### config.mk
export PLATFORM = sky130hd
export DESIGN_NAME = tlb_miss_ctrl
export DESIGN_NICKNAME = d
export VERILOG_FILES = /design/src/rtl/tlb_miss_ctrl.sv
export SDC_FILE = /design/constraint.sdc
export NUM_CORES = 1
export LEC_CHECK = 0
export ABC_AREA = 1
export BUFFER_PORTS_ARGS = -buffer_cell sky130_fd_sc_hd__buf_4
export CAP_MARGIN = 15
export CORE_UTILIZATION = 25
export CTS_BUF_LIST = sky130_fd_sc_hd__clkbuf_16
export DETAILED_ROUTE_END_ITERATION = 12
export PLACE_DENSITY = 0.58
export SLEW_MARGIN = 20
export SYNTH_ARGS = -nofsm -noshare
export SYNTH_HDL_FRONTEND = slang
export SYNTH_SLANG_ARGS = --single-unit
export TNS_END_PERCENT = 20
### constraint.sdc
create_clock -name clk_i -period 3.5 [get_ports clk_i]
set_input_delay 0.525 -clock clk_i [delete_from_list [all_inputs] [get_ports clk_i]]
set_output_delay 0.525 -clock clk_i [all_outputs]
set_load 0.005 [all_outputs]
### src/rtl/tlb_miss_ctrl.sv
`default_nettype none
// ============================================================================
//  Module      : tlb_miss_ctrl
//  Description : TLB lookup / miss controller shared by ITLB and DTLB.
//                Classifies each request as bare bypass, hit, permission
//                fault or miss; on a miss it runs the PTW request/response
//                handshake and issues a round-robin refill write. The
//                response is held until the consumer accepts it. Saturating
//                hit/miss performance counters.
//  Ports       : clk_i, rstn_i          clock, async active-low reset
//                satp_i, priv_u_i       translation mode / privilege
//                req_*                  lookup request (valid/ready, vpn, store)
//                tag_hit_i, hit_flags_i CAM result for the request cycle
//                ptw_req_* / ptw_resp_* page-table walker handshake
//                refill_we_o/idx_o      TLB entry write on refill
//                flush_i / flush_o      sfence.vma in, invalidate-all out
//                resp_*                 lookup response (valid/ready, hit, fault)
//                hit_cnt_o/miss_cnt_o   saturating counters
//  Revision    : 1.0  initial release
// ============================================================================
module tlb_miss_ctrl #(
  parameter int VPN_W   = 27,
  parameter int ENTRIES = 8,
  parameter int IS_ITLB = 1,
  parameter int CNT_W   = 32,
  parameter int MXLEN   = 64
) (
  input  logic                       clk_i,
  input  logic                       rstn_i,
  input  logic [MXLEN-1:0]           satp_i,
  input  logic                       priv_u_i,
  input  logic                       req_valid_i,
  output logic                       req_ready_o,
  input  logic [VPN_W-1:0]           req_vpn_i,
  input  logic                       req_store_i,
  input  logic                       tag_hit_i,
  input  logic [7:0]                 hit_flags_i,
  output logic                       ptw_req_valid_o,
  input  logic                       ptw_req_ready_i,
  output logic [VPN_W-1:0]           ptw_req_vpn_o,
  input  logic                       ptw_resp_valid_i,
  input  logic                       ptw_resp_fault_i,
  input  logic [7:0]                 ptw_resp_flags_i,
  output logic                       refill_we_o,
  output logic [$clog2(ENTRIES)-1:0] refill_idx_o,
  input  logic                       flush_i,
  output logic                       flush_o,
  output logic                       resp_valid_o,
  input  logic                       resp_ready_i,
  output logic                       resp_hit_o,
  output logic                       resp_fault_o,
  output logic [CNT_W-1:0]           hit_cnt_o,
  output logic [CNT_W-1:0]           miss_cnt_o
);

  localparam int IDX_W = $clog2(ENTRIES);

  typedef enum logic [2:0] {
    S_IDLE     = 3'd0,
    S_PTW_REQ  = 3'd1,
    S_PTW_WAIT = 3'd2,
    S_REFILL   = 3'd3,
    S_RESP     = 3'd4
  } state_e;

  state_e             state_q, state_d;
  logic [VPN_W-1:0]   vpn_q, vpn_d;
  logic               priv_u_q, priv_u_d;
  logic               store_q, store_d;
  logic               hit_q, hit_d;
  logic               fault_q, fault_d;
  logic [IDX_W-1:0]   ptr_q, ptr_d;
  logic [CNT_W-1:0]   hit_cnt_q, hit_cnt_d;
  logic [CNT_W-1:0]   miss_cnt_q, miss_cnt_d;
  logic               flush_pend_q, flush_pend_d;
  logic               flush_o_q, flush_o_d;

  logic               satp_bare;
  logic               ok_hit;
  logic               ok_walk;
  logic               flush_seen;

  // satp.MODE position depends on XLEN: bit 31 on RV32, bits 63:60 on RV64.
  if (MXLEN == 32) begin : g_satp32
    logic unused_satp;
    assign satp_bare   = ~satp_i[31];
    assign unused_satp = ^satp_i[30:0];
  end else begin : g_satp64
    logic unused_satp;
    assign satp_bare   = ~|satp_i[MXLEN-1 -: 4];
    assign unused_satp = ^satp_i[MXLEN-5:0];
  end

  // The global bit plays no part in the permission check.
  logic unused_gbits;
  assign unused_gbits = hit_flags_i[5] ^ ptw_resp_flags_i[5];

  // Flags are {D,A,G,U,X,W,R,V}. W without R is a reserved encoding.
  function automatic logic perm_ok(input logic [7:0] f, input logic u, input logic st);
    logic acc;
    if (IS_ITLB != 0) acc = f[3];
    else              acc = st ? (f[1] & f[2] & f[7]) : f[1];
    return f[0] & f[6] & ~(f[2] & ~f[1]) & (u ? f[4] : ~f[4]) & acc;
  endfunction

  // Hit path sees the live request attributes; the walk path uses the
  // values captured at accept so mid-walk input changes do not matter.
  assign ok_hit     = perm_ok(hit_flags_i, priv_u_i, req_store_i);
  assign ok_walk    = perm_ok(ptw_resp_flags_i, priv_u_q, store_q);
  assign flush_seen = flush_pend_q | flush_i;

  always_comb begin
    state_d      = state_q;
    vpn_d        = vpn_q;
    priv_u_d     = priv_u_q;
    store_d      = store_q;
    hit_d        = hit_q;
    fault_d      = fault_q;
    ptr_d        = ptr_q;
    hit_cnt_d    = hit_cnt_q;
    miss_cnt_d   = miss_cnt_q;
    flush_pend_d = flush_pend_q;
    flush_o_d    = 1'b0;

    // A flush outside IDLE is deferred until the controller is idle again.
    if (state_q != S_IDLE && flush_i) flush_pend_d = 1'b1;

    case (state_q)
      S_IDLE: begin
        if (flush_i) begin
          flush_o_d = 1'b1;
          ptr_d     = '0;
        end else if (req_valid_i) begin
          priv_u_d = priv_u_i;
          store_d  = req_store_i;
          state_d  = S_RESP;
          if (satp_bare) begin
            hit_d   = 1'b1;
            fault_d = 1'b0;
          end else if (tag_hit_i) begin
            hit_d   = ok_hit;
            fault_d = ~ok_hit;
            if (~&hit_cnt_q) hit_cnt_d = hit_cnt_q + 1'b1;
          end else begin
            vpn_d   = req_vpn_i;
            state_d = S_PTW_REQ;
            if (~&miss_cnt_q) miss_cnt_d = miss_cnt_q + 1'b1;
          end
        end
      end
      S_PTW_REQ: begin
        if (ptw_req_ready_i) state_d = S_PTW_WAIT;
      end
      S_PTW_WAIT: begin
        if (ptw_resp_valid_i) begin
          if (ptw_resp_fault_i) begin
            hit_d   = 1'b0;
            fault_d = 1'b1;
            state_d = S_RESP;
          end else begin
            hit_d   = ok_walk;
            fault_d = ~ok_walk;
            state_d = S_REFILL;
          end
        end
      end
      S_REFILL: begin
        // The victim pointer only advances when the write really happens.
        if (!flush_seen) ptr_d = ptr_q + 1'b1;
        state_d = S_RESP;
      end
      S_RESP: begin
        if (resp_ready_i) begin
          state_d = S_IDLE;
          if (flush_seen) begin
            flush_o_d    = 1'b1;
            ptr_d        = '0;
            flush_pend_d = 1'b0;
          end
        end
      end
      default: state_d = S_IDLE;
    endcase
  end

  always_ff @(posedge clk_i or negedge rstn_i) begin
    if (!rstn_i) begin
      state_q      <= S_IDLE;
      vpn_q        <= '0;
      priv_u_q     <= 1'b0;
      store_q      <= 1'b0;
      hit_q        <= 1'b0;
      fault_q      <= 1'b0;
      ptr_q        <= '0;
      hit_cnt_q    <= '0;
      miss_cnt_q   <= '0;
      flush_pend_q <= 1'b0;
      flush_o_q    <= 1'b0;
    end else begin
      state_q      <= state_d;
      vpn_q        <= vpn_d;
      priv_u_q     <= priv_u_d;
      store_q      <= store_d;
      hit_q        <= hit_d;
      fault_q      <= fault_d;
      ptr_q        <= ptr_d;
      hit_cnt_q    <= hit_cnt_d;
      miss_cnt_q   <= miss_cnt_d;
      flush_pend_q <= flush_pend_d;
      flush_o_q    <= flush_o_d;
    end
  end

  // A same-cycle flush takes priority over a new request.
  assign req_ready_o     = (state_q == S_IDLE) & ~flush_i;
  assign ptw_req_valid_o = (state_q == S_PTW_REQ);
  assign ptw_req_vpn_o   = vpn_q;
  assign refill_we_o     = (state_q == S_REFILL) & ~flush_seen;
  assign refill_idx_o    = ptr_q;
  assign flush_o         = flush_o_q;
  assign resp_valid_o    = (state_q == S_RESP);
  assign resp_hit_o      = (state_q == S_RESP) & hit_q;
  assign resp_fault_o    = (state_q == S_RESP) & fault_q;
  assign hit_cnt_o       = hit_cnt_q;
  assign miss_cnt_o      = miss_cnt_q;

endmodule
`default_nettype wire

[Word level (Yosys, flattened, before mapping)]
Index checks and enable logic that the tools add are counted.
Storage, ports and cells
  input port bits: 118
  flip-flop bits (word level): 102
  logic and storage cells: 107
  output and inout port bits: 101
Cells by class
  $add $sub $neg: 3
  equality and inequality tests: 13
  reductions and logical operators: 15
  muxes and demuxes: 38
  bitwise operators: 28
Operator list (number)
  32-bit by 1-bit adder with 32-bit output (second input constant): 2
  32-bit AND reduction: 2
  3-bit 2-to-1 mux: 12
  1-bit 2-to-1 mux: 21
  5-bit AND reduction: 4
  3-bit case mux with 5 select lines: 1
  1-bit AND: 14
  1-bit inverter: 13
  6-bit AND reduction: 2
  2-bit != test (second input constant): 5
  3-bit case mux with 3 select lines: 1
  3-bit by 2-bit equality test with 1-bit output (second input constant): 2
  2-bit by 1-bit != test with 1-bit output (second input constant): 3
  1-bit case mux with 2 select lines: 3
  3-bit nonzero test: 2
  4-bit OR reduction: 1
  3-bit by 1-bit adder with 3-bit output (second input constant): 1
  3-bit by 1-bit equality test with 1-bit output (second input constant): 1
  3-bit equality test (second input constant): 1
  3-bit zero test: 1
  3-bit != test (second input constant): 1
  3-bit AND reduction: 1
  2-bit nonzero test: 1
  1-bit logical AND: 1
  1-bit OR: 1

[Logic depth before layout (Yosys ltp)]
  word-level depth: 12
  gate-level depth with buffers: 11
  mapped depth without buffers: 10

[Worst setup path before layout]
No wires, ideal clock.
  path kind: register to register
  start: register miss_cnt_q[0], in the netlist miss_cnt_o[0]
  end: register miss_cnt_q[15], in the netlist miss_cnt_o[15]
  path buffers: 1
  slack: 1.790 ns
  period minus slack after synthesis: 1.710 ns
  cell stages (with the launch flop): 12
  required time: 3.384 ns
  library setup time: 0.116 ns
  data arrival time: 1.594 ns
  cell sequence: dfrtp_1 > ha_1 > nand2_1 > nor2_4 > nand2_4 > nor2_8 > nand3_4 > nand2_8 > inv_6 > buf_8 > nand2_2 > nand2_1
Between the ends
  word-level cells in the longest chain between the ends: 3
  elaborated cells between the ends (all ways): 4
  classes of those cells: add/sub: 1; bitwise: 1; reduce/logical: 2
RTL lines
  start: declaration: RTL line 74  | logic [CNT_W-1:0] miss_cnt_q, miss_cnt_d;
  start signal: assignment: RTL line 208  | miss_cnt_q <= miss_cnt_d;
  branches (longest 3 deep; another with 32-bit by 1-bit adder with 32-bit output)
Several ways; the timed one is not identified.
A chain may end at the register's enable or synchronous reset.

[Final worst setup path]
  start: register hit_cnt_q[0], in the netlist hit_cnt_o[0]
  end: register hit_cnt_q[23], in the netlist hit_cnt_o[23]
Between the ends
  word-level cells in the longest chain between the ends: 3
  elaborated cells between the ends (all ways): 4
  classes of those cells: add/sub: 1; bitwise: 1; reduce/logical: 2
RTL lines
  start: declaration: RTL line 73  | logic [CNT_W-1:0] hit_cnt_q, hit_cnt_d;
  start signal: assignment: RTL line 207  | hit_cnt_q <= hit_cnt_d;
  branches (longest 3 deep; another with 32-bit by 1-bit adder with 32-bit output)
Several ways; the timed one is not identified.

==> flow_summary.toml <==
[flow_run]
drv_cap = 0

[floorplan]
die_y_um = 157
initial_core_util_pct = 25.6
rows = 56
core_sq_mm = 0.0236
die_area_sq_mm = 0.0248
io_pins = 219
die_x_um = 157

[pwr]
p_clk_share_pct = 28.2
combPwrFrac_pct = 28.0
finalPower_mw = 3.62
seqPwrFrac_pct = 43.8
power.density_mw_per_mm2 = 464
p_sw_share_pct = 32.4
cellLeakagePower_nw = 3.99
p_sw_mw = 1.17
peakVddDrop_v = 0.000310
internal-power_mw = 2.44

[routing]
avgRoutedWirePerCell_um = 12.2
firstDrtPassIters = 4
drc = 0
routed_wl_um = 16600
vias = 5791
drt_iter0_markers = 314
antenna_left = 0
vias_per_cell = 4.25

[synthesis]
syn_nets = 1009
synth.most_common_cell = "nand2_1"
ys_types = 30
syn_avg_cell_area_sq_um = 6.80
async_flop_share_pct = 100
ys.flop_type = "dfrtp_1"
ys_seq_area_share_pct = 42.3
synth-edff-count = 0
ys_seq_elements = 102
netlist_area_sq_mm = 0.00604
synth.top_cells.by_area = "dfrtp_1 42%, nand2_1 29%, nor2_1 7.3%"
synthCells = 888
synthTopCellsByCount = "469 x nand2_1, 117 x nor2_1, 102 x dfrtp_1"
synth_top_area_share_pct = 42.3
yosys.area.top_type = "dfrtp_1"
synth_warnings = 0

[sta]
min_period_ps = 2300
max_freq_ghz = 0.435
setup_viol_count_final = 0
tightest_slew_ps = 860
finalCritPeriodShare_pct = 65.7
slew_headroom_pct = 42.6
slew_viol_final = 0
postLayoutSetupSlackWorst_ps = 1200
finalSetupTns_ps = 0
hold_slack_ps = 263
rsz0062_at_grt = "false"
clock_skew_ps = 15.4
hold_viol = 0

[layout]
fill_cells = 2601
nets = 1160
seq_area_sq_mm = 0.00255
multi_input_area_sq_mm = 0.00316
area_growth_syn_to_layout_pct = 29.0
insertedDiodeCount = 0
layout-drive-gt1-share_pct = 19.6

[setup_path]
start_kind = "register"
max_stage_delay_ps = 410
critPathArrivalTime_ps = 2530
crit_chain = "ha_1 -> nand3_2 -> inv_2 -> nand2_2 -> nor2_2 -> nand2_2 -> nand2_4 -> inv_2 -> nand2_1 -> nand2_1"
cp.buffers_inverters = 2
critical_path_class = "reg -> reg"
worstPathMaxFanout = 33
critPathTopFamily = "simple AND/OR/NAND/NOR gates"
slowest_stage = "dfrtp_1"
crit_path_end_kind = "register"
cp.required_ps = 3730

[place]
portBuffers = 153
dpl_worst_slack_ps = 1130
dpl.hpwl_um = 12300
gp_congestion = 0.858

[grt]
grt_max_degree = 64
grt_usage_pct = 13.7
grt_first_pass_wirelength_um = 26800
first_global_vias = 5266
grt_overflow = 0
antenna_found_initial = 0

[clocking]
post_cts_buffers = 0
clockBufferDepth = 2
clock-root-buffer = "clkbuf_16"
cts_sinks = 102
ctsHoldBuffers = 0
cts_tree = "done"
cts_made_buffers = 9
htreeDepth = 3
clkLatencyLatePin_ps = 360
cts_resized = 0
clkTransAtPathRegs_ps = 80

[outcome]
status = "finished, final reports clean"

[worst_hold_path]
hold_class = "in -> async"
## flip-flops by register name (all words and copies together) (netlist names)
signal,flops
miss_cnt_o,32
hit_q,1
flush_pend_q,1
fault_q,1
refill_idx_o,3
hit_cnt_o,32
priv_u_q,1
flush_o,1
state_q,3
ptw_req_vpn_o,27
## final timing paths
path | from | to | slack (ps) | cells after the start
worst max-delay path | hit_cnt_o[0] | hit_cnt_o[23] | 1200 | 10
worst min-delay path | rstn_i | hit_cnt_o[6] | 260 | 1
worst max register to register | hit_cnt_o[0] | hit_cnt_o[23] | 1200 | 10
worst min register to register | ptw_req_vpn_o[5] | ptw_req_vpn_o[5] | 470 | 2
max in group asynchronous | rstn_i | miss_cnt_o[8] | 2470 | 2
min in group clk_i | resp_ready_i | flush_pend_q | 350 | 2
## per-layer routing
layer  wire length, um  vias up  global-route usage (%)
li1                  -     3025                       -
met4               252        0                    5.09
met3               702       15                    2.40
met1              7800     2622                    17.8
met2              7820      129                    22.8
met5                 0        -                       0
## cells in the final DEF (no fill, tap or decap)
cell        count
a21oi_1         5
and2_1          1
buf_12          1
buf_4         154
bufinv_16       1
clkbuf_16       9
clkinv_2        1
clkinv_4        1
clkinvlp_4      1
dfrtp_1       102
ha_1            3
inv_1          51
inv_2           3
inv_6           2
nand2_1       469
nand2_2        16
nand2_4         2
nand2_8         1
nand3_1        17
nand3_2         1
nand3_4         1
nand3b_1       26
nand4_1         5
nand4_2         1
nor2_1        117
nor2_2          5
nor2_4          3
nor2_8          1
nor3_1          1
o21ai_0        15
xnor2_1        13
xor2_1         14
## layout make-up
cell class | instances | area share [%]
inverters | 54 | 2.67
well taps | 319 | 5.12
clock buffers | 9 | 2.89
repair buffers | 155 | 15.1
flip-flops and latches | 102 | 32.8
multi-input cells | 717 | 40.6
clock inverters | 6 | 0.819
## power by group through the flow
stage | Combinational (mW) | Sequential (mW) | Clock, mW
2_1_floorplan | 0.502 | 1.59 | 0
6_report | 1.01 | 1.58 | 1.02
4_1_cts | 1.03 | 1.58 | 1.07
5_1_grt | 1.16 | 1.62 | 1.11
3_5_place_dp | 1.04 | 1.60 | 0
3_3_place_gp | 1.02 | 1.60 | 0
## metrics by stage
step           cell area, sq um  instances  util (%)
5_1_grt                    7790       1362      33.0
3_5_place_dp               7500       1347      31.8
6_report                   7790       1362      33.0
4_1_cts                    7790       1362      33.0
3_3_place_gp               7500       1347      31.8
2_1_floorplan              6040        888         -
## cell families after synthesis
logic type / count (synthesis) / share of synthesized area, %
AND/OR/NAND/NOR: 667 / 46.2
buffers and inverters: 69 / 5.33
adder cells (fa/ha/maj): 3 / 0.622
AO/OA/AOI/OAI: 20 / 1.66
XOR/XNOR: 27 / 3.92
flip-flops: 102 / 42.3
Note: power is estimated with default switching activity, not from simulation.
